<file path="src/rtl/tdm_demux.sv">
// Receive-side TDM demultiplexer: distributes slot beats to per-channel holding registers.
// Optional TDM_DEMUX_SLIP_CNT_EN adds a saturating 8-bit slip counter on port slip_count.
module tdm_demux #(
  parameter int unsigned CHANNELS = 4,
  parameter int unsigned WIDTH    = 1,
  parameter int unsigned SEL_W    = 2
) (
  input  logic                      clk,
  input  logic                      rst_n,
  input  logic [WIDTH-1:0]          din,
  input  logic                      din_valid,
  input  logic                      sync,
  output logic [CHANNELS*WIDTH-1:0] ch_data,
  output logic [CHANNELS-1:0]       ch_valid,
  output logic                      frame_done,
  output logic                      locked,
  output logic                      slip,
  output logic [SEL_W-1:0]          slot
`ifdef TDM_DEMUX_SLIP_CNT_EN
  ,
  output logic [7:0]                slip_count
`endif
);

  localparam int unsigned DATA_W = CHANNELS * WIDTH;
  localparam logic [SEL_W-1:0] LAST_SLOT = SEL_W'(CHANNELS - 1);

  typedef enum logic {HUNT = 1'b0, LOCKED = 1'b1} state_t;

  state_t              state, state_next;
  logic [SEL_W-1:0]    slot_next;
  logic [DATA_W-1:0]   data_next;
  logic [CHANNELS-1:0] valid_next;
  logic                frame_done_next;
  logic                slip_next;

  // State register
  always_ff @(posedge clk or negedge rst_n) begin
    if (!rst_n) state <= HUNT;
    else        state <= state_next;
  end

  // Next-state and next-output decode for one accepted beat
  always_comb begin
    state_next      = state;
    slot_next       = slot;
    data_next       = ch_data;
    valid_next      = '0;
    frame_done_next = 1'b0;
    slip_next       = 1'b0;
    if (din_valid) begin
      unique case (state)
        HUNT: begin
          if (sync) begin
            data_next[0 +: WIDTH] = din;
            valid_next[0]         = 1'b1;
            slot_next             = SEL_W'(1);
            state_next            = LOCKED;
          end
        end
        LOCKED: begin
          if (sync) begin
            // Early sync abandons the partial frame and realigns on this beat
            slip_next             = (slot != '0);
            data_next[0 +: WIDTH] = din;
            valid_next[0]         = 1'b1;
            slot_next             = SEL_W'(1);
          end else if (slot == '0) begin
            slip_next  = 1'b1;
            slot_next  = '0;
            state_next = HUNT;
          end else begin
            data_next[slot*WIDTH +: WIDTH] = din;
            valid_next[slot]               = 1'b1;
            slot_next                      = slot + SEL_W'(1);
            frame_done_next                = (slot == LAST_SLOT);
          end
        end
        default: state_next = HUNT;
      endcase
    end
  end

  // Output registers
  always_ff @(posedge clk or negedge rst_n) begin
    if (!rst_n) begin
      slot       <= '0;
      ch_data    <= '0;
      ch_valid   <= '0;
      frame_done <= 1'b0;
      locked     <= 1'b0;
      slip       <= 1'b0;
    end else begin
      slot       <= slot_next;
      ch_data    <= data_next;
      ch_valid   <= valid_next;
      frame_done <= frame_done_next;
      locked     <= (state_next == LOCKED);
      slip       <= slip_next;
    end
  end

`ifdef TDM_DEMUX_SLIP_CNT_EN
  // Saturating slip counter, cleared only by reset
  always_ff @(posedge clk or negedge rst_n) begin
    if (!rst_n)                               slip_count <= 8'd0;
    else if (slip_next && slip_count != 8'hFF) slip_count <= slip_count + 8'd1;
  end
`endif

endmodule

</file>
<file path="config.mk">
export PLATFORM = sky130hd
export DESIGN_NAME = tdm_demux
export DESIGN_NICKNAME = d
export VERILOG_FILES = /design/src/rtl/tdm_demux.sv
export SDC_FILE = /design/constraint.sdc
export NUM_CORES = 1
export LEC_CHECK = 0
export CAP_MARGIN = 5
export CORE_MARGIN = 2
export CORE_UTILIZATION = 43
export DETAILED_ROUTE_END_ITERATION = 12
export HOLD_SLACK_MARGIN = 0.05
export PLACE_DENSITY = 0.7
export SYNTH_ARGS = -nofsm -noshare
export SYNTH_HDL_FRONTEND = slang
export SYNTH_SLANG_ARGS = --single-unit
export TNS_END_PERCENT = 30
</file>
<file path="constraint.sdc">
create_clock -name clk -period 4.9 [get_ports clk]
set_input_delay 0.735 -clock clk [delete_from_list [all_inputs] [get_ports clk]]
set_output_delay 0.735 -clock clk [all_outputs]
set_load 0.01 [all_outputs]
</file>
After elaboration in Yosys (flattened, before gate mapping)
Index checks and enable logic that the tools add are counted.
- memories: 0
- bits of input ports: 5
- memory bits (read-only): 0
- bits in registers: 13
- logic and storage cells: 54
- memory bits (writable): 0
- bits in latches: 0
- output and inout bits: 13
- shift-type cells: 2
- bitwise gates (word level): 3
- equal/unequal tests: 3
- reductions and logical operators: 6
- multiplexer cells: 29
- divide/modulo/power cells: 0
- add/subtract/negate cells: 2
- multipliers: 0
- magnitude comparators: 2
- operators by type and width (operator ; number):
    $neg A2 Y34 ; 1
    $shift A1 B34 Y4 const A ; 1
    $shiftx A1 B34 Y4 ; 1
    $mux W1 ; 16
    $mux W4 ; 2
    $mux W2 ; 3
    $mux W3 ; 2
    $pmux W1 S2 ; 3
    $bwmux W4 ; 1
    $pmux W2 S2 ; 1
    $reduce_and A4 Y1 ; 1
    $lt A2 B3 Y1 const B ; 1
    $ne A3 B3 Y1 const B ; 1
    $not A1 Y1 ; 3
    $reduce_and A3 Y1 ; 1
    $add A2 B1 Y2 const B ; 1
    $demux W1 S2 ; 1
    $eq A2 B2 Y1 const B ; 1
    $ge A2 B1 Y1 const B ; 1
    $logic_not A2 Y1 ; 1
    $ne A2 B2 Y1 const B ; 1
    $reduce_and A2 Y1 ; 1
    $reduce_bool A2 Y1 ; 1
    $logic_and A1 B1 Y1 ; 1

Logic depth before layout (Yosys ltp)
- depth in word-level cells: 8
- depth in mapped cells: 6
- mapped depth without buffers: 6

Worst setup path before layout
No wires, ideal clock.
- path type: input to register
- start point: in sync
- end point: reg ch_data[3]
- buffers on the path: 1
- required time: 4.775 ns
- cell stages on the path: 5
- arrival time: 1.576 ns
- setup slack: 3.199 ns
- library setup time: 0.125 ns
- cells stage by stage: buf_2 -> inv_1 -> ha_1 -> nand4_1 -> mux2_2
- longest elaborated chain between the ends: 2
- RTL lines (item ; line ; RTL):
    start: declaration ; 12 ; input logic sync,
    $not A1 Y1 (no line) ; -- ;
    $reduce_and A4 Y1 (no line) ; -- ;
    end signal: assignment ; 95 ; ch_data <= data_next;
    end: declaration ; 13 ; output logic [CHANNELS*WIDTH-1:0] ch_data,
No other way between the ends.
A chain may end at the register's enable or synchronous reset.

Final worst setup path
- start point: reg locked
- end point: out locked
- RTL lines (item ; line ; RTL):
    start: declaration ; 16 ; output logic locked,
    start signal: assignment ; 98 ; locked <= (state_next == LOCKED);
No word-level cell between the ends.

==> impl_metrics.tcl <==
set metrics [dict create \
    status "finished, final reports clean" \
    grt_pass1_wl_mm 2.05 \
    p_switching_uw 124 \
    hp-class "register to register" \
    synth_flop_cell "dfrtp_1" \
    grt_max_degree 14 \
    max-clock-path-buffers 2 \
    cts_root_buffer "clkbuf_4" \
    top_level_ports 18 \
    die_x_um 43.1 \
    overflow 0 \
    drtAntennaViolNets 0 \
    syn-mean-instance-area_um2 11.9 \
    path_delay_family "buffers and inverters" \
    cts.reportedPaths.clkPinSlew_ps 70 \
    yosysUniqueCellTypes 24 \
    p_comb_share_pct 42.9 \
    setup_viol 0 \
    cpMaxStageDelayCell "clkdlybuf4s50_1" \
    yosys_warnings 0 \
    internal-power_uw 238 \
    synthArstFlopShare_pct 100 \
    antenna_found_initial 0 \
    timing.hold.ws_ps 495 \
    htree_levels 1 \
    p_seq_share_pct 41.2 \
    port_buffers 17 \
    place_hpwl_um 910 \
    wire_per_inst_um 13.9 \
    drc 0 \
    synth_edf_count 0 \
    synth_top_cell_area_share_pct 45.7 \
    worst_pin_slew_ps 544 \
    synth_commonest_cells "12 x dfrtp_1, 8 x ha_1, 4 x inv_1" \
    netlist_area_um2 657 \
    cts_tree "built" \
    swShare_pct 34.3 \
    post-route-min-period_ps 2150 \
    post-route-util_pct 57.0 \
    finalHoldViolCount 0 \
    grt_usage_pct 14.8 \
    tns_ps 0 \
    postCtsHoldBufs 0 \
    clock_sinks 12 \
    initial_utilization_pct 44.6 \
    ir_worst_vdd_uv 237 \
    pwr-share-clk_pct 15.8 \
    routed_wl_mm 1.21 \
    cts_setup_buffers 0 \
    cp_max_fo 12 \
    grt_pass1_vias 432 \
    cts_buffers 3 \
    path_buf_inv 1 \
    r2r_setup_slack_ps 3100 \
    fin_nets 86 \
    netlist_instances 55 \
    drive_gt1_share_pct 11.3 \
    cts_resized 0 \
    power.density_nw_per_um2 432 \
    yosysMostFrequentCell "dfrtp_1" \
    via_count 450 \
    place_ws_ps 2540 \
    drt_iter0_markers 1 \
    core_region_area_um2 1470 \
    end_kind "output pin" \
    dieArea_um2 1860 \
    yosys-top-cells-area "dfrtp_1 46%, ha_1 15%, and4bb_2 5.7%" \
    cp.required_ps 4160 \
    clk_latency_ps 260 \
    max_stage_delay_ps 610 \
    critPathArrivalTime_ps 1420 \
    report.final.slew_viol_count 0 \
    post_drt_via_cell_ratio 5.17 \
    rows 14 \
    max_slew_margin_pct 63.6 \
    die_height_um 43.1 \
    max_freq_mhz 465 \
    seq_area_frac_synth_pct 45.7 \
    synth_top_area_cell "dfrtp_1" \
    ys_ff_latch 12 \
    dr.pass1.iters 2 \
    rsz0062_at_grt "no" \
    synth_nets 68 \
    path_cells "clkdlybuf4s50_1" \
    cap_violations 0 \
    diodes 0 \
    worstSetupStartpointType "register" \
    setup_ws_ps 2750 \
    fin_skew_ps 1.09 \
    leakage_uw 0.000380 \
    areaGrowthSynthToFinish_pct 27.6 \
    worst-setup-path-type "register to output pin" \
    place_congestion 0.824 \
    finalCritPeriodShare_pct 43.9 \
]
## layout by cell type, fill, tap and decap left out, drive strengths merged
cell / instances
nand2: 1
ha: 8
nor3b: 3
mux2: 3
clkbuf: 3
nand4: 3
inv: 4
a21oi: 1
a22o: 1
nand4b: 1
o221ai: 1
a31oi: 1
nor2: 2
nand3: 1
and2: 1
nor3: 2
and4b: 1
dfrtp: 12
or3b: 1
a21boi: 1
and4bb: 3
clkdlybuf4s50: 17
## sequential cells by signal, indices dropped and copies added (netlist names)
name,count
ch_data,4
ch_valid,4
slot,2
locked,1
slip,1
## routing by layer
metal / track usage [%] / vias up / wire length [um]
met4: 3.64 / 0 / 10
met2: 20.3 / 8 / 533
li1: - / 230 / -
met5: 0 / - / 0
met1: 23.0 / 210 / 608
met3: 3.83 / 2 / 53
## power by group through the flow
stage / Combinational, uW / Sequential (uW) / Clock, uW
after detailed placement: 156 / 151 / 0
after floorplan: 83.6 / 153 / 0
after global placement: 154 / 150 / 0
after global routing: 169 / 155 / 65.3
final: 155 / 149 / 57.4
after CTS: 157 / 149 / 60.1
## stage by stage
stage / cells / cell area [um2] / power [uW]
after floorplan: 55 / 657 / 236
after global placement: 84 / 816 / 305
after detailed placement: 84 / 816 / 308
after CTS: 87 / 838 / 367
after global routing: 87 / 838 / 389
final: 87 / 838 / 362
## worst paths after layout
| kind | startpoint | endpoint | depth (start not counted) |
|---|---|---|---|
| worst max-delay path | locked | locked | 1 |
| worst min-delay path | ch_data[1] | ch_data[1] | 1 |
| max in group asynchronous | rst_n | slot[1] | 1 |
| min in group asynchronous | rst_n | slip | 1 |
| worst max register to register | slot[0] | ch_data[2] | 6 |
| worst min register to register | ch_data[1] | ch_data[1] | 1 |
## layout make-up
class | count | area [um2]
clock buffer | 3 | 22.5
sequential | 12 | 300
fill | 140 | 633
multi-input combinational | 35 | 310
timing repair buffer | 17 | 170
inverter | 4 | 15.0
tap | 16 | 20.0
## logic make-up (layout without fill, tap and decap cells)
logic type                 Yosys count  after routing  synth area share [%]
AOI/OAI and AO/OA                    5              5                  5.52
adders and majority gates            8              8                  15.2
muxes                                3              3                  5.14
DFF                                 12             12                  45.7
buffers and inverters                8             24                  7.05
and+or+nand+nor                     19             19                  21.3
(Power assumes the default switching activity.)
